**config.mk**
```make
export PLATFORM = sky130hd
export DESIGN_NAME = ram_arbiter_flat
export DESIGN_NICKNAME = d
export VERILOG_FILES = /design/src/rtl/ram_arbiter_if.sv /design/src/rtl/ram_arbiter.sv /design/src/flat_wrapper.sv
export SDC_FILE = /design/constraint.sdc
export NUM_CORES = 1
export LEC_CHECK = 0
export BUFFER_PORTS_ARGS = -buffer_cell sky130_fd_sc_hd__buf_2
export CORE_MARGIN = 5
export CORE_UTILIZATION = 25
export CTS_CLUSTER_DIAMETER = 100
export DETAILED_ROUTE_END_ITERATION = 7
export PLACE_DENSITY_LB_ADDON = 0.2
export SKIP_CTS_REPAIR_TIMING = 1
export SYNTH_ARGS = -nofsm -noshare
export SYNTH_HDL_FRONTEND = slang
export SYNTH_SLANG_ARGS = --single-unit
```
**constraint.sdc**
```tcl
create_clock -name clk -period 1.3 [get_ports clk]
set_input_delay 0.26 -clock clk [delete_from_list [all_inputs] [get_ports clk]]
set_output_delay 0.26 -clock clk [all_outputs]
set_load 0.01 [all_outputs]
```
**src/rtl/ram_arbiter_if.sv**
```systemverilog
// Bundle between two RAM requesters (fetch port A, load/store port B), the arbiter and a
// single-port synchronous RAM.
interface ram_arbiter_if #(
    parameter int unsigned DATA_WIDTH = 16,
    parameter int unsigned ADDR_WIDTH = 8
);
    logic                  a_req;
    logic [ADDR_WIDTH-1:0] a_addr;
    logic                  a_gnt;
    logic                  a_done;
    logic [DATA_WIDTH-1:0] a_rdata;

    logic                  b_req;
    logic                  b_we;
    logic [ADDR_WIDTH-1:0] b_addr;
    logic [DATA_WIDTH-1:0] b_wdata;
    logic                  b_gnt;
    logic                  b_done;
    logic [DATA_WIDTH-1:0] b_rdata;

    logic [ADDR_WIDTH-1:0] ram_read_address;
    logic [ADDR_WIDTH-1:0] ram_write_address;
    logic                  ram_write;
    logic [DATA_WIDTH-1:0] ram_din;
    logic [DATA_WIDTH-1:0] ram_dout;

    logic                  busy;

    modport slave (
        input  a_req, a_addr, b_req, b_we, b_addr, b_wdata, ram_dout,
        output a_gnt, a_done, a_rdata, b_gnt, b_done, b_rdata,
               ram_read_address, ram_write_address, ram_write, ram_din, busy
    );

    modport master (
        output a_req, a_addr, b_req, b_we, b_addr, b_wdata, ram_dout,
        input  a_gnt, a_done, a_rdata, b_gnt, b_done, b_rdata,
               ram_read_address, ram_write_address, ram_write, ram_din, busy
    );
endinterface

```
**src/rtl/ram_arbiter.sv**
```systemverilog
// Round-robin arbiter sharing one synchronous RAM between a read-only fetch port (A) and a
// load/store port (B). Writes complete in 2 cycles, reads in 3 (RAM has 1-cycle read latency).
module ram_arbiter #(
    parameter int unsigned DATA_WIDTH = 16,
    parameter int unsigned ADDR_WIDTH = 8
) (
    input  logic          clk,
    input  logic          reset_n,
    ram_arbiter_if.slave  bus
);
    typedef enum logic [1:0] {
        IDLE   = 2'd0,
        ACCESS = 2'd1,
        DATA   = 2'd2
    } state_t;

    state_t                r_state;
    state_t                w_next;
    logic                  r_last_b;
    logic                  r_port_b;
    logic                  r_we;
    logic [ADDR_WIDTH-1:0] r_addr;
    logic [DATA_WIDTH-1:0] r_wdata;
    logic                  r_a_done;
    logic                  r_b_done;
    logic [DATA_WIDTH-1:0] r_a_rdata;
    logic [DATA_WIDTH-1:0] r_b_rdata;
    logic                  w_a_win;
    logic                  w_b_win;
    logic                  w_finish;

    // Next state and arbitration; a conflict goes to the port not granted last.
    always_comb begin
        w_next  = r_state;
        w_a_win = 1'b0;
        w_b_win = 1'b0;
        case (r_state)
            IDLE: begin
                w_a_win = bus.a_req & (~bus.b_req | r_last_b);
                w_b_win = bus.b_req & ~w_a_win;
                if (w_a_win | w_b_win) begin
                    w_next = ACCESS;
                end
            end
            ACCESS:  w_next = r_we ? IDLE : DATA;
            DATA:    w_next = IDLE;
            default: w_next = IDLE;
        endcase
    end

    assign w_finish = ((r_state == ACCESS) && r_we) || (r_state == DATA);

    always_ff @(posedge clk or negedge reset_n) begin
        if (!reset_n) begin
            r_state <= IDLE;
        end else begin
            r_state <= w_next;
        end
    end

    // Request capture on the grant edge.
    always_ff @(posedge clk or negedge reset_n) begin
        if (!reset_n) begin
            r_last_b <= 1'b1;
            r_port_b <= 1'b0;
            r_we     <= 1'b0;
            r_addr   <= '0;
            r_wdata  <= '0;
        end else if (w_a_win | w_b_win) begin
            r_last_b <= w_b_win;
            r_port_b <= w_b_win;
            r_we     <= w_b_win & bus.b_we;
            r_addr   <= w_b_win ? bus.b_addr : bus.a_addr;
            r_wdata  <= w_b_win ? bus.b_wdata : DATA_WIDTH'(0);
        end
    end

    // Completion pulse and per-port read data capture.
    always_ff @(posedge clk or negedge reset_n) begin
        if (!reset_n) begin
            r_a_done  <= 1'b0;
            r_b_done  <= 1'b0;
            r_a_rdata <= '0;
            r_b_rdata <= '0;
        end else begin
            r_a_done <= w_finish & ~r_port_b;
            r_b_done <= w_finish & r_port_b;
            if (r_state == DATA) begin
                if (r_port_b) begin
                    r_b_rdata <= bus.ram_dout;
                end else begin
                    r_a_rdata <= bus.ram_dout;
                end
            end
        end
    end

    assign bus.a_gnt             = w_a_win & reset_n;
    assign bus.b_gnt             = w_b_win & reset_n;
    assign bus.a_done            = r_a_done;
    assign bus.b_done            = r_b_done;
    assign bus.a_rdata           = r_a_rdata;
    assign bus.b_rdata           = r_b_rdata;
    assign bus.ram_read_address  = r_addr;
    assign bus.ram_write_address = r_addr;
    assign bus.ram_din           = r_wdata;
    assign bus.ram_write         = (r_state == ACCESS) & r_we;
    assign bus.busy              = (r_state != IDLE);
endmodule

```
**src/flat_wrapper.sv**
```systemverilog
// flat-port wrapper written by rule: the top's interface ports become plain ports
module ram_arbiter_flat 
#(
    parameter int unsigned DATA_WIDTH = 16,
    parameter int unsigned ADDR_WIDTH = 8
)
  (clk, reset_n, bus_a_req, bus_a_addr, bus_b_req, bus_b_we, bus_b_addr, bus_b_wdata, bus_ram_dout, bus_a_gnt, bus_a_done, bus_a_rdata, bus_b_gnt, bus_b_done, bus_b_rdata, bus_ram_read_address, bus_ram_write_address, bus_ram_write, bus_ram_din, bus_busy);
  ram_arbiter_if #(.DATA_WIDTH(DATA_WIDTH), .ADDR_WIDTH(ADDR_WIDTH)) bus_i ();
  input  logic clk;
  input  logic reset_n;
  input wire logic [$bits(bus_i.a_req)-1:0] bus_a_req;
  input wire logic [$bits(bus_i.a_addr)-1:0] bus_a_addr;
  input wire logic [$bits(bus_i.b_req)-1:0] bus_b_req;
  input wire logic [$bits(bus_i.b_we)-1:0] bus_b_we;
  input wire logic [$bits(bus_i.b_addr)-1:0] bus_b_addr;
  input wire logic [$bits(bus_i.b_wdata)-1:0] bus_b_wdata;
  input wire logic [$bits(bus_i.ram_dout)-1:0] bus_ram_dout;
  output wire logic [$bits(bus_i.a_gnt)-1:0] bus_a_gnt;
  output wire logic [$bits(bus_i.a_done)-1:0] bus_a_done;
  output wire logic [$bits(bus_i.a_rdata)-1:0] bus_a_rdata;
  output wire logic [$bits(bus_i.b_gnt)-1:0] bus_b_gnt;
  output wire logic [$bits(bus_i.b_done)-1:0] bus_b_done;
  output wire logic [$bits(bus_i.b_rdata)-1:0] bus_b_rdata;
  output wire logic [$bits(bus_i.ram_read_address)-1:0] bus_ram_read_address;
  output wire logic [$bits(bus_i.ram_write_address)-1:0] bus_ram_write_address;
  output wire logic [$bits(bus_i.ram_write)-1:0] bus_ram_write;
  output wire logic [$bits(bus_i.ram_din)-1:0] bus_ram_din;
  output wire logic [$bits(bus_i.busy)-1:0] bus_busy;
  assign bus_i.a_req = bus_a_req;
  assign bus_i.a_addr = bus_a_addr;
  assign bus_i.b_req = bus_b_req;
  assign bus_i.b_we = bus_b_we;
  assign bus_i.b_addr = bus_b_addr;
  assign bus_i.b_wdata = bus_b_wdata;
  assign bus_i.ram_dout = bus_ram_dout;
  assign bus_a_gnt = bus_i.a_gnt;
  assign bus_a_done = bus_i.a_done;
  assign bus_a_rdata = bus_i.a_rdata;
  assign bus_b_gnt = bus_i.b_gnt;
  assign bus_b_done = bus_i.b_done;
  assign bus_b_rdata = bus_i.b_rdata;
  assign bus_ram_read_address = bus_i.ram_read_address;
  assign bus_ram_write_address = bus_i.ram_write_address;
  assign bus_ram_write = bus_i.ram_write;
  assign bus_ram_din = bus_i.ram_din;
  assign bus_busy = bus_i.busy;
  ram_arbiter #(.DATA_WIDTH(DATA_WIDTH), .ADDR_WIDTH(ADDR_WIDTH)) u_core (.clk(clk), .reset_n(reset_n), .bus(bus_i));
endmodule
```
==> out/results.ini, run 1 <==
[synthesis]
synth_nets = 236
ys_seq_area_share_pct = 60.2
netlist_instances = 183
ys_warn_count = 0
yosysUniqueCellTypes = 30
synth_seq_cells = 63
synth_area_per_cell_sq_um = 14.3
netlist_area_sq_um = 2620

[critical_path]
start_kind = flop
regToRegSetupSlack_ns = -0.13
cp.required_ns = 1.04
worstRegToRegCells = 4
critPathKind = flop to output port
crit_fanout = 5
cp.arrival_ns = 1.37
cp-end-kind = output port

[grt]
antenna_found_initial = 0
grt_overflow = 0
grt_pass1_wl_mm = 10.6
grt_pass1_vias = 2145
grt.total_usage_pct = 10.8
grt_max_degree = 35

[worst_hold_path]
hp-class = primary input to asynchronous set/reset pin

[floorplan]
placementRows = 37
start_util_pct = 25.5
die_h_um = 112
die-area_sq_um = 12600
die_width_um = 112
core_area_sq_um = 10300
num_io_pins = 123

[detailed_routing]
wl_per_cell_um = 16.0
vias_per_cell = 4.35
vias = 2017
wl_mm = 7.43
ant_nets = 0
drtIter0Drc = 73
drt-pass1-iter-count = 4
drcViolationCount = 0

[clocking]
cts.path.max_buffers = 2
clk_pin_slew_ns = 0.07
clock-sinks = 63
h-tree-depth = 3
cts_tree = built
clock_latency_ns = 0.33
cts_buffers = 9
root_buffer = clkbuf_8

[timing]
tightest_slew_ns = 0.657
fin_ws_ns = -0.326
fin_skew_ns = 0.0112
fmax_ghz = 0.615
slew_headroom_pct = 56.0
fin_crit_ns = 1.63
finalHoldViolCount = 0
rsz0062_at_grt = true
slew_violations = 0
fin_crit_sh_pct = 125
setup_viol = 61

[place]
dpl.hpwl_mm = 4.85
dp_slack_ns = -0.106
io_buffers = 122
placed_cells = 441
routabilityCongestion = 0.662

[final_layout]
layout_common_cells = buf_2 (119), dfrtp_1 (61), mux2_4 (32)
area_delta_synth_final_pct = 52.6
fin_util_pct = 38.9
antennaDiodeCount = 0
final_common_cell = buf_2
drive_above_1_share_pct = 64.9
fin_nets = 377
final_cells = 464

[power]
p_total_mw = 9.86
peakVddDrop_uv = 853
p_leak_nw = 2.07
p_per_area_nw_per_um2 = 2470

[status]
violations = negative setup slack
status = finished with violations

[flow_run]
drv_cap = 0

[cell type report]
type                            instances  area [sq um]
Fill cell                            1038          6280
Sequential cell                        63          1580
Inverter                               10          37.5
Clock buffer                           10           128
Clock inverter                          5          50.0
Multi-Input combinational cell         93          1070
Timing Repair Buffer                  147           962
Tap cell                              136           170
[cells by family (layout without fill, tap and decap cells)]
logic type | count (synthesis) | in the layout | synth area share (%)
buffers and inverters | 27 | 172 | 6.74
AO/OA/AOI/OAI | 36 | 36 | 12.1
multiplexers | 32 | 32 | 15.2
flip-flops | 63 | 63 | 60.2
AND/OR/NAND/NOR | 25 | 25 | 5.73
[flip-flops by register name (all words and copies together) (netlist names)]
register and flops:
u_core.bus.a_done 1, u_core.bus.a_rdata 16, u_core.bus.b_done 1, u_core.bus.b_rdata 16, u_core.bus.ram_din 16, u_core.bus.ram_read_address 8
u_core.r_last_b 1, u_core.r_port_b 1, u_core.r_state 2, u_core.r_we 1
[power breakdown]
| part | leakage [nW] | switching (mW) | total [mW] | internal [mW] |
|---|---|---|---|---|
| logic | 1.20 | 2.14 | 4.81 | 2.67 |
| clock network | 0.0957 | 0.724 | 1.59 | 0.862 |
| registers | 0.767 | 0.558 | 3.46 | 2.90 |
[worst paths after layout]
check,to,start
hold reg to reg,u_core.r_state[1]$_DFFE_PN0P_,u_core.r_we$_DFFE_PN0P_
setup reg to reg,u_core.bus.a_rdata[9]$_DFFE_PN0P_,u_core.r_state[1]$_DFFE_PN0P_
hold / removal,u_core.bus.ram_din[14]$_DFFE_PN0P_,reset_n
setup / recovery,bus_b_gnt,u_core.r_state[0]$_DFFE_PN0P_
min in group clk,u_core.bus.ram_din[4]$_DFFE_PN0P_,bus_b_wdata[4]
max in group asynchronous,u_core.r_last_b$_DFFE_PN1P_,reset_n
[Yosys cell counts]
cell type  number  area (sq um)
buf_8           1          15.0
dfrtp_1        62          1550
a21o_1          1          7.51
and2_1          1          6.26
o21ai_0         8          40.0
a31oi_1         1          6.26
and4_1          1          8.76
dfstp_2         1          26.3
mux2_2         22           248
o21ai_2         1          8.76
o311ai_4        2          52.6
and2b_1         1          7.51
clkbuf_1        1          3.75
mux2_4         10           150
nor2_1          5          18.8
buf_4           8          60.1
nor2b_1         1          6.26
nand3_1         8          40.0
buf_6           4          45.0
buf_2           3          15.0
nand2_2         1          6.26
and3_1          1          6.26
and3b_1         1          8.76
nand2b_1        1          6.26
nor3b_1         2          15.0
inv_1          10          37.5
nor2b_2         1          8.76
nand2_4         1          11.3
a22o_1         17           149
o311ai_1        6          52.6
[metal layers]
metal / GRT usage, % / vias up / wire length (um)
li1: - / 928 / -
met1: 12.9 / 997 / 3190
met2: 17.6 / 80 / 3640
met3: 3.45 / 12 / 477
met4: 4.81 / 0 / 119
met5: 0 / - / 0
[stage by stage]
step           hold slack (ns)  setup TNS, ns  instance area [sq um]
2_1_floorplan          -0.0356          -1.11                   2640
3_3_place_gp            0.0986          -2.12                   3450
3_5_place_dp            0.0952          -2.83                   3450
4_1_cts                 -0.267          -4.12                   3620
5_1_grt                 0.0374          -7.13                   4000
6_report               0.00814          -4.07                   4000
[critical path, cell delays in order (launching register included)]
cell and delay, ns:
dfrtp_2 0.44, nor3b_2 0.18, buf_4 0.14, and3_4 0.17, buf_6 0.10
Note: power is estimated with default switching activity, not from simulation.
==> run 2, diff against run 1 <==
--- a/config.mk
+++ b/config.mk
@@ -6,6 +6,7 @@
 export NUM_CORES = 1
 export LEC_CHECK = 0
 export BUFFER_PORTS_ARGS = -buffer_cell sky130_fd_sc_hd__buf_2
+export CORE_ASPECT_RATIO = 1.1
 export CORE_MARGIN = 5
 export CORE_UTILIZATION = 25
 export CTS_CLUSTER_DIAMETER = 100
==> out/results.ini, run 2 (synthesized netlist as in run 1, its figures left out) <==
[place]
placed_cells = 448  ; +1.6%
routabilityCongestion = 0.779  ; +18%
dp_slack_ns = -0.0943  ; +0.0117 ns
dpl.hpwl_mm = 5.03  ; +3.8%
post_dp_cell_area_sq_um = 3480  ; +0.98%
io_buffers = 122  ; unchanged

[floorplan]
die-area_sq_um = 12600  ; about the same
start_util_pct = 25.3  ; -0.17 points
core_area_sq_um = 10300  ; +0.66%
num_io_pins = 123  ; unchanged
die_h_um = 117  ; +4.4%
placementRows = 39  ; +5.4%
die_width_um = 108  ; -4.2%

[status]
violations = negative setup slack
status = finished with violations

[critical_path]
critPathKind = flop to output port
crit_fanout = 5  ; unchanged
start_kind = flop
rr_startpoint = u_core.r_state[0]$_DFFE_PN0P_
cp.required_ns = 1.04  ; about the same
cp-startpoint = u_core.r_state[0]$_DFFE_PN0P_
cp-end-kind = output port
cp.arrival_ns = 1.35  ; -0.02 ns

[power]
p_clk_share_pct = 22.0  ; +5.9 points
p_per_area_nw_per_um2 = 2530  ; +2.7%
p_int_mw = 6.61  ; +2.7%
p_total_mw = 9.95  ; +0.99%
power.switching_mw = 3.34  ; -2.3%
p_leak_nw = 1.96  ; -5.2%
p_comb_share_pct = 43.5  ; -5.3 points
power_switching_share_pct = 33.6  ; -1.1 points
power_frac_seq_pct = 34.6  ; -0.5 points
peakVddDrop_uv = 728  ; -15%

[detailed_routing]
drcViolationCount = 0  ; unchanged
wl_per_cell_um = 14.8  ; -7.7%
vias_per_cell = 4.24  ; -2.5%
drtIter0Drc = 52  ; -29%
drt-pass1-iter-count = 4  ; unchanged
wl_mm = 6.95  ; -6.5%
vias = 1992  ; -1.2%
ant_nets = 0  ; unchanged

[clocking]
root_buffer = clkbuf_16
clock-sinks = 63  ; unchanged
clock_latency_ns = 0.32  ; about the same
clk_pin_slew_ns = 0.05  ; -0.02 ns
cts.path.max_buffers = 2  ; unchanged
h-tree-depth = 3  ; unchanged
cts_buffers = 9  ; unchanged
cts_tree = built

[grt]
antenna_found_initial = 0  ; unchanged
grt_pass1_vias = 2111  ; -1.6%
grt_pass1_wl_mm = 10.8  ; +2.2%
grt_max_degree = 49  ; +40%
grt.total_usage_pct = 10.9  ; +0.15 points
grt_overflow = 0  ; unchanged

[timing]
finalHoldViolCount = 0  ; unchanged
slew_headroom_pct = 58.6  ; +2.6 points
fin_crit_ns = 1.61  ; -0.0136 ns
fin_skew_ns = 0.00549  ; -0.00572 ns
holdWs_ns = 0.111  ; +0.103 ns
fin_ws_ns = -0.313  ; +0.0136 ns
fmax_ghz = 0.620  ; +0.85%
setup_viol = 62  ; +1.6%
slew_violations = 0  ; unchanged
fin_crit_sh_pct = 124  ; -1.0 points
rsz0062_at_grt = true
tightest_slew_ns = 0.622  ; -0.0359 ns

[final_layout]
antennaDiodeCount = 0  ; unchanged
layout_common_cells = buf_2 (119), dfrtp_1 (60), mux2_2 (22)
final_common_cell = buf_2
final_cells = 470  ; +1.3%
fin_area_sq_um = 3930  ; -1.7%
nFillCells = 1062  ; +2.3%
drive_above_1_share_pct = 65.4  ; +0.50 points
area_delta_synth_final_pct = 50.1
fin_nets = 375  ; -0.53%

[worst_hold_path]
hp-class = primary input to asynchronous set/reset pin

[flow_run]
drv_cap = 0  ; unchanged

==> run 2: layout make-up <==
type,instances,area [sq um],share of cell area (%)
multi-input cells,93,972,24.7
clock inverters,3,17.5,0.446
repair buffers,145,883,22.5
well taps,143,179,4.55
clock buffers,13,260,6.62
inverters,10,37.5,0.955
flip-flops and latches,63,1580,40.2
==> run 2: power by group through the flow <==
stage / logic (mW) / clock network (mW) / registers [mW]
after floorplan: 2.03 / 0 / 3.83
after detailed placement: 4.06 / 0 / 3.45
after CTS: 4.06 / 2.27 / 3.44
final: 4.32 / 2.19 / 3.44
after global routing: 4.68 / 2.37 / 3.56
after global placement: 4.02 / 0 / 3.45
==> run 2: worst paths after layout <==
kind                                                                   end  slack [ns]  cells after the start
worst min register to register               u_core.r_state[1]$_DFFE_PN0P_        0.47                      1
min in group clk                         u_core.bus.ram_din[9]$_DFFE_PN0P_        0.17                      2
max in group asynchronous                      u_core.r_last_b$_DFFE_PN1P_        0.57                      3
worst min-delay path            u_core.bus.ram_read_address[3]$_DFFE_PN0P_        0.11                      2
worst max-delay path                                             bus_b_gnt       -0.31                      4
worst max register to register           u_core.bus.a_rdata[5]$_DFFE_PN0P_       -0.21                      5
==> run 2: worst max-delay path, stage by stage, from the launching register on <==
cell	delay, ns
dfrtp_2	0.44
nor3b_2	0.18
buf_4	0.14
and3_4	0.17
buf_6	0.10
==> run 2: per-layer routing <==
metal	track usage, %	vias to the layer above	share of wire (%)
met5	0	-	0
met2	16.7	78	46
met3	3.13	6	7.8
li1	-	930	-
met1	14.5	978	45
met4	4.18	0	0.96
==> run 2: per-stage QoR <==
stage	util, %	TNS [ns]
5_1_grt	38.0	-9.99
6_report	38.0	-6.89
3_3_place_gp	33.6	-1.36
4_1_cts	36.3	-3.51
3_5_place_dp	33.6	-1.99
2_1_floorplan	-	-1.11
